$ cat src/rtl/knn_topk_core_pkg.sv
// Shared types and width helpers for the k-nearest-neighbour top-K core.
// The distance-width helper keeps the core and its wrapper register map in agreement.
package knn_topk_core_pkg;

    typedef enum logic [1:0] {
        ST_IDLE  = 2'd0,
        ST_RUN   = 2'd1,
        ST_DRAIN = 2'd2,
        ST_DONE  = 2'd3
    } state_e;

    // Wide enough for the sum of DIM_N squared (DATA_W+1)-bit differences.
    function automatic int dist_width(input int data_w, input int dim_n);
        return 2 * data_w + 2 + ((dim_n > 1) ? $clog2(dim_n) : 0);
    endfunction

endpackage

$ cat src/rtl/knn_topk_core_dist.sv
// Distance stage: squared Euclidean distance between a training point and the
// latched test point, registered together with the label and a valid flag.
module knn_topk_core_dist
    import knn_topk_core_pkg::*;
#(
    parameter int DATA_W  = 16,
    parameter int DIM_N   = 2,
    parameter int LABEL_W = 8,
    parameter int DIST_W  = dist_width(DATA_W, DIM_N)
) (
    input  logic                      clk,
    input  logic                      rst_n,
    input  logic                      i_clear,
    input  logic                      i_valid,
    input  logic [DIM_N*DATA_W-1:0]   i_test_pt,
    input  logic [DIM_N*DATA_W-1:0]   i_pt,
    input  logic [LABEL_W-1:0]        i_label,
    output logic                      o_valid,
    output logic [DIST_W-1:0]         o_dist,
    output logic [LABEL_W-1:0]        o_label
);

    localparam int SQ_W = 2 * DATA_W + 2;

    logic [SQ_W-1:0]   w_sq [DIM_N];
    logic [DIST_W-1:0] w_sum;

    logic              r_valid;
    logic [DIST_W-1:0] r_dist;
    logic [LABEL_W-1:0] r_label;

    for (genvar d = 0; d < DIM_N; d++) begin : g_dim
        logic signed [DATA_W:0] w_pt_x;
        logic signed [DATA_W:0] w_tp_x;
        logic signed [DATA_W:0] w_diff;
        logic        [DATA_W:0] w_mag;

        // One extra bit makes the difference exact for any pair of DATA_W inputs.
        assign w_pt_x = {i_pt[d*DATA_W+DATA_W-1], i_pt[d*DATA_W +: DATA_W]};
        assign w_tp_x = {i_test_pt[d*DATA_W+DATA_W-1], i_test_pt[d*DATA_W +: DATA_W]};
        assign w_diff = w_pt_x - w_tp_x;
        assign w_mag  = w_diff[DATA_W] ? unsigned'(-w_diff) : unsigned'(w_diff);
        assign w_sq[d] = SQ_W'(w_mag) * SQ_W'(w_mag);
    end

    // NOTE: every variable written in always_comb gets a default first, so no latch is inferred.
    always_comb begin
        w_sum = '0;
        for (int d = 0; d < DIM_N; d++) begin
            w_sum = w_sum + DIST_W'(w_sq[d]);
        end
    end

    // NOTE: sequential state uses non-blocking assignments only.
    always_ff @(posedge clk or negedge rst_n) begin
        if (!rst_n) begin
            r_valid <= 1'b0;
            r_dist  <= '0;
            r_label <= '0;
        end else if (i_clear) begin
            r_valid <= 1'b0;
            r_dist  <= '0;
            r_label <= '0;
        end else begin
            r_valid <= i_valid;
            if (i_valid) begin
                r_dist  <= w_sum;
                r_label <= i_label;
            end
        end
    end

    assign o_valid = r_valid;
    assign o_dist  = r_dist;
    assign o_label = r_label;

endmodule

$ cat src/rtl/knn_topk_core.sv
// Top-K nearest-neighbour core: query FSM, distance stage and a sorted,
// stable insertion list of the K smallest distances with their labels.
module knn_topk_core
    import knn_topk_core_pkg::*;
#(
    parameter  int DATA_W  = 16,
    parameter  int DIM_N   = 2,
    parameter  int K       = 4,
    parameter  int LABEL_W = 8,
    localparam int DIST_W  = dist_width(DATA_W, DIM_N),
    localparam int CNT_W   = $clog2(K + 1)
) (
    input  logic                      clk,
    input  logic                      rst_n,
    input  logic                      clear,
    input  logic                      start,
    input  logic [DIM_N*DATA_W-1:0]   test_pt,
    input  logic                      in_valid,
    output logic                      in_ready,
    input  logic [DIM_N*DATA_W-1:0]   in_pt,
    input  logic [LABEL_W-1:0]        in_label,
    input  logic                      in_last,
    output logic                      busy,
    output logic                      done,
    output logic [CNT_W-1:0]          nn_count,
    output logic [K*DIST_W-1:0]       nn_dist,
    output logic [K*LABEL_W-1:0]      nn_label
);

    state_e r_state;
    state_e w_next_state;

    logic [DIM_N*DATA_W-1:0] r_test_pt;
    logic                    w_beat;
    logic                    w_s1_valid;
    logic [DIST_W-1:0]       w_s1_dist;
    logic [LABEL_W-1:0]      w_s1_label;
    logic                    r_s2_valid;

    logic [DIST_W-1:0]  r_nn_dist  [K];
    logic [LABEL_W-1:0] r_nn_label [K];
    logic [CNT_W-1:0]   r_nn_count;

    logic [CNT_W-1:0]   w_pos;
    logic [DIST_W-1:0]  w_ins_dist  [K];
    logic [LABEL_W-1:0] w_ins_label [K];
    logic               w_list_init;

    assign w_beat      = in_valid && (r_state == ST_RUN);
    assign w_list_init = (r_state == ST_IDLE) && start;

    knn_topk_core_dist #(
        .DATA_W  (DATA_W),
        .DIM_N   (DIM_N),
        .LABEL_W (LABEL_W),
        .DIST_W  (DIST_W)
    ) u_dist (
        .clk       (clk),
        .rst_n     (rst_n),
        .i_clear   (clear),
        .i_valid   (w_beat),
        .i_test_pt (r_test_pt),
        .i_pt      (in_pt),
        .i_label   (in_label),
        .o_valid   (w_s1_valid),
        .o_dist    (w_s1_dist),
        .o_label   (w_s1_label)
    );

    always_ff @(posedge clk or negedge rst_n) begin
        if (!rst_n) begin
            r_state    <= ST_IDLE;
            r_s2_valid <= 1'b0;
            r_test_pt  <= '0;
        end else if (clear) begin
            r_state    <= ST_IDLE;
            r_s2_valid <= 1'b0;
            r_test_pt  <= '0;
        end else begin
            r_state    <= w_next_state;
            r_s2_valid <= w_s1_valid;
            if (w_list_init) begin
                r_test_pt <= test_pt;
            end
        end
    end

    always_comb begin
        w_next_state = r_state;
        in_ready     = 1'b0;
        busy         = 1'b1;
        done         = 1'b0;
        case (r_state)
            ST_IDLE: begin
                busy = 1'b0;
                if (start) w_next_state = ST_RUN;
            end
            ST_RUN: begin
                in_ready = 1'b1;
                if (in_valid && in_last) w_next_state = ST_DRAIN;
            end
            ST_DRAIN: begin
                if (!w_s1_valid && !r_s2_valid) w_next_state = ST_DONE;
            end
            ST_DONE: begin
                done         = 1'b1;
                w_next_state = ST_IDLE;
            end
            default: w_next_state = ST_IDLE;
        endcase
    end

    // Insertion point counts valid entries not farther than the newcomer, so ties stay in arrival order.
    always_comb begin
        w_pos = '0;
        for (int i = 0; i < K; i++) begin
            if ((CNT_W'(i) < r_nn_count) && (r_nn_dist[i] <= w_s1_dist)) begin
                w_pos = w_pos + CNT_W'(1);
            end
        end
        for (int i = 0; i < K; i++) begin
            w_ins_dist[i]  = r_nn_dist[i];
            w_ins_label[i] = r_nn_label[i];
            if (CNT_W'(i) == w_pos) begin
                w_ins_dist[i]  = w_s1_dist;
                w_ins_label[i] = w_s1_label;
            end else if (CNT_W'(i) > w_pos) begin
                w_ins_dist[i]  = r_nn_dist[(i > 0) ? i - 1 : 0];
                w_ins_label[i] = r_nn_label[(i > 0) ? i - 1 : 0];
            end
        end
    end

    // NOTE: the result list is architecturally visible, so every entry is reset rather than left as storage.
    always_ff @(posedge clk or negedge rst_n) begin
        if (!rst_n) begin
            r_nn_count <= '0;
            for (int i = 0; i < K; i++) begin
                r_nn_dist[i]  <= '1;
                r_nn_label[i] <= '0;
            end
        end else if (clear || w_list_init) begin
            r_nn_count <= '0;
            for (int i = 0; i < K; i++) begin
                r_nn_dist[i]  <= '1;
                r_nn_label[i] <= '0;
            end
        end else if (w_s1_valid && (w_pos != CNT_W'(K))) begin
            for (int i = 0; i < K; i++) begin
                r_nn_dist[i]  <= w_ins_dist[i];
                r_nn_label[i] <= w_ins_label[i];
            end
            if (r_nn_count != CNT_W'(K)) begin
                r_nn_count <= r_nn_count + CNT_W'(1);
            end
        end
    end

    assign nn_count = r_nn_count;
    for (genvar i = 0; i < K; i++) begin : g_pack
        assign nn_dist[i*DIST_W +: DIST_W]    = r_nn_dist[i];
        assign nn_label[i*LABEL_W +: LABEL_W] = r_nn_label[i];
    end

endmodule
$ cat config.mk
export PLATFORM = sky130hd
export DESIGN_NAME = knn_topk_core
export DESIGN_NICKNAME = d
export VERILOG_FILES = /design/src/rtl/knn_topk_core_pkg.sv /design/src/rtl/knn_topk_core_dist.sv /design/src/rtl/knn_topk_core.sv
export SDC_FILE = /design/constraint.sdc
export NUM_CORES = 2
export LEC_CHECK = 0
export CORE_MARGIN = 3
export CORE_UTILIZATION = 50
export DETAILED_ROUTE_END_ITERATION = 16
export PLACE_DENSITY = 0.7
export REMOVE_ABC_BUFFERS = 1
export SLEW_MARGIN = 30
export SYNTH_ARGS = -nofsm -noshare
export SYNTH_HDL_FRONTEND = slang
export SYNTH_SLANG_ARGS = --single-unit
export TNS_END_PERCENT = 5
$ cat constraint.sdc
create_clock -name clk -period 13.75 [get_ports clk]
set_input_delay 2.75 -clock clk [delete_from_list [all_inputs] [get_ports clk]]
set_output_delay 2.75 -clock clk [all_outputs]
set_load 0.01 [all_outputs]
==> results.py <==
metrics = {
    "grt": {
        "gr-usage-met2_pct": 46.27,
        "use_met1_pct": 36.85,
        "grt_overflow": 0,
        "antenna_found_initial": 0,
        "top_usage_layer": "met2",
        "grt_max_degree": 117,
        "grt_pass1_wl_mm": 154.6,
        "grtUsageTotal_pct": 27.61,
        "grt_pass1_vias": 28150,
        "grtUsageMet3_pct": 4.162,
    },
    "final_layout": {
        "antenna_cells": 0,
        "drive_gt1_share_pct": 8.864,
        "regArea_sq_um": 6531,
        "n_fill_cell": 5872,
        "syn_to_final_growth_pct": 14.05,
        "final_cells": 4835,
        "multi_input_area_sq_um": 23810,
        "nNetsFinal": 4851,
        "final_area_sq_um": 38430,
    },
    "route": {
        "drt_first_pass_iters": 5,
        "wl_per_cell_microns": 19.91,
        "drc_errors": 0,
        "ant_nets": 0,
        "vias": 27300,
        "drtIter0Drc": 1794,
        "totalWireLength_mm": 96.26,
        "via_per_inst": 5.646,
    },
    "yosys": {
        "synth_top_flop_cell": "dfstp_2",
        "ys_types": 91,
        "synth-seq-cells": 254,
        "ys_warn_count": 0,
        "synthTopCellsByArea": "fa_1 27%, ha_1 14%, dfstp_2 11%, dfrtp_1 8.5%, inv_1 7.9%",
        "syn_area_per_cell_sq_um": 9.082,
        "async_reset_ff_share_pct": 100.0,
        "synth_edf_count": 0,
        "syn_area_sq_um": 33690,
        "synth_top_area_cell": "fa_1",
        "ys_seq_area_share_pct": 19.38,
        "synth_top_area_share_pct": 26.68,
        "syn_inst": 3710,
    },
    "floorplanning": {
        "core_sq_um": 66220,
        "num_rows": 94,
        "die_w_microns": 265.6,
        "pin_count": 256,
        "start_util_pct": 50.89,
        "die_area_sq_um": 70540,
        "die_h_microns": 265.6,
    },
    "worst_setup_path": {
        "critPathMaxStageDelay_ns": 0.57,
        "cp-end-kind": "flip-flop",
        "cp_slowest_cell": "fa_1",
        "critPathMostFrequentCell": "fa_1",
        "crit_type": "in2reg",
        "rrSetupSlack_ns": 3.12,
        "required_ns": 14.23,
        "regToRegStartpoint": "r_test_pt[16]",
        "r2r_end": "u_dist.o_dist[33]",
        "path_max_fanout": 14,
        "worstRegToRegCells": 36,
        "critPathArrivalTime_ns": 13.43,
        "startpoint_type": "input pin",
    },
    "clocking": {
        "postCtsSetupBuffers": 0,
        "htreeDepth": 1,
        "clock_sinks": 254,
        "post_cts_resized": 0,
        "cts-buffers-inserted": 30,
        "clk_path_buf_depth": 3,
        "clock_latency_ns": 0.59,
        "cts_root_buf": "clkbuf_16",
        "cts_hold_buffers": 0,
        "path_clk_slew_ns": 0.06,
        "cts_tree": "built",
    },
    "placement": {
        "gp_congestion": 0.9335,
        "portBuffers": 255,
        "place_inst": 4778,
        "placed_cell_area_sq_um": 37350,
        "dp_hpwl_mm": 76.11,
    },
    "sta": {
        "clock_skew_ns": 0.009237,
        "hold_viol_final": 0,
        "relSlewSlack_pct": 32.15,
        "tightest_slew_ns": 0.9921,
        "fmax_mhz": 77.22,
        "fin_tns_setup_ns": 0,
        "finalMaxSlewViolations": 0,
        "fin_crit_sh_pct": 94.18,
        "rsz0062_at_grt": "no",
        "finalSetupViolCount": 0,
        "fin_crit_ns": 12.95,
    },
    "run": {
        "maxCapViolCount": 0,
    },
    "worst_hold_path": {
        "hold_path_class": "reg2reg",
        "min_to": "r_test_pt[29]",
        "min_from": "r_test_pt[29]",
        "hold_depth": 2,
    },
    "status": {
        "status": "finished, final reports clean",
    },
}
## through the flow
stage          worst slack [ns]  util (%)  hold WS, ns
4_1_cts                  0.8667     57.99       0.5236
5_1_grt                  0.1232     58.04       0.5395
6_report                 0.8004     58.04       0.5181
3_5_place_dp             0.3036     56.41       0.5159
2_1_floorplan             1.316         -       0.4932
3_3_place_gp             0.5854     56.37       0.5100
## placed cells by master (no fill, tap or decap), types with 37 or more instances in the layout
cell	Yosys	routed
ha_1	377	377
dfstp_2	140	140
inv_1	709	709
nand4_1	37	37
buf_4	16	84
a22o_1	38	38
o21ai_0	115	115
xnor2_1	55	55
clkdlybuf4s50_1	0	253
nor4_1	144	144
fa_1	449	449
nand2_1	302	302
a21o_1	63	63
a31oi_1	45	45
nor2_1	254	252
dfrtp_1	114	114
nor3_1	186	186
o211ai_1	38	38
a21oi_1	135	134
## critical path: cells and delay by family
family	cells	cell delay, ns
adder cells (fa/ha/maj)	11	5.07
AO/OA/AOI/OAI	13	3.05
AND/OR/NAND/NOR	5	1.13
buffers and inverters	7	1.04
XOR/XNOR	2	0.39
## sequential cells by signal (all words and copies together) (netlist names)
signal / count
u_dist.o_label: 8
nn_count: 3
r_state: 2
u_dist.o_dist: 35
r_s2_valid: 1
nn_label: 32
r_test_pt: 32
nn_dist: 140
u_dist.o_valid: 1
## worst max-delay path by stage
stage               slack [ns]                 to  cells after the start      start
floorplan                 1.32  u_dist.o_dist[33]                     42   in_pt[0]
global placement          0.59  u_dist.o_dist[33]                     39   in_pt[0]
detailed placement        0.30  u_dist.o_dist[33]                     38  in_pt[16]
CTS                       0.87  u_dist.o_dist[33]                     38  in_pt[16]
global route              0.12  u_dist.o_dist[33]                     38  in_pt[16]
finish                    0.80  u_dist.o_dist[33]                     38  in_pt[16]
## metal layers
layer	wire, microns	up-vias
li1	-	12660
met1	40100	13360
met2	45330	1069
met3	7294	208
met4	3542	0
met5	0	-
## cell type report
cell class	count	area share, %
Multi-Input combinational cell	2596	61.96
Inverter	723	7.062
Clock inverter	12	0.4135
Tap cell	864	2.813
Clock buffer	44	2.302
Sequential cell	254	17.00
Timing Repair Buffer	342	8.455
## cells by family after synthesis
logic type               after synthesis  synth area share [%]
XOR/XNOR                              94                 2.588
multiplexers                          36                 1.196
flip-flops                           254                 19.38
adder cells (fa/ha/maj)              826                 40.68
buffers and inverters                882                 10.32
other                                  2               0.02229
AO/OA/AOI/OAI                        548                 10.73
AND/OR/NAND/NOR                     1068                 15.09
## cell usage after synthesis (22+ instances only)
library cell  instances
o21ai_0             115
xor2_1               34
dfstp_2             140
clkbuf_1            107
a21oi_1             135
a22o_1               38
nand4_1              37
dfrtp_1             114
a31oi_1              45
mux2i_1              22
a21o_1               63
fa_1                449
nor3_1              186
o211ai_1             38
nor2_1              254
ha_1                377
nand2_1             302
nor4_1              144
buf_2                24
inv_1               709
nor2b_1              22
nand3_1              28
nand2b_1             23
xnor2_1              55
Power is left out: the tool's default activity adds up to more than one toggle a clock period on the data nets, which glitch-free logic cannot reach.
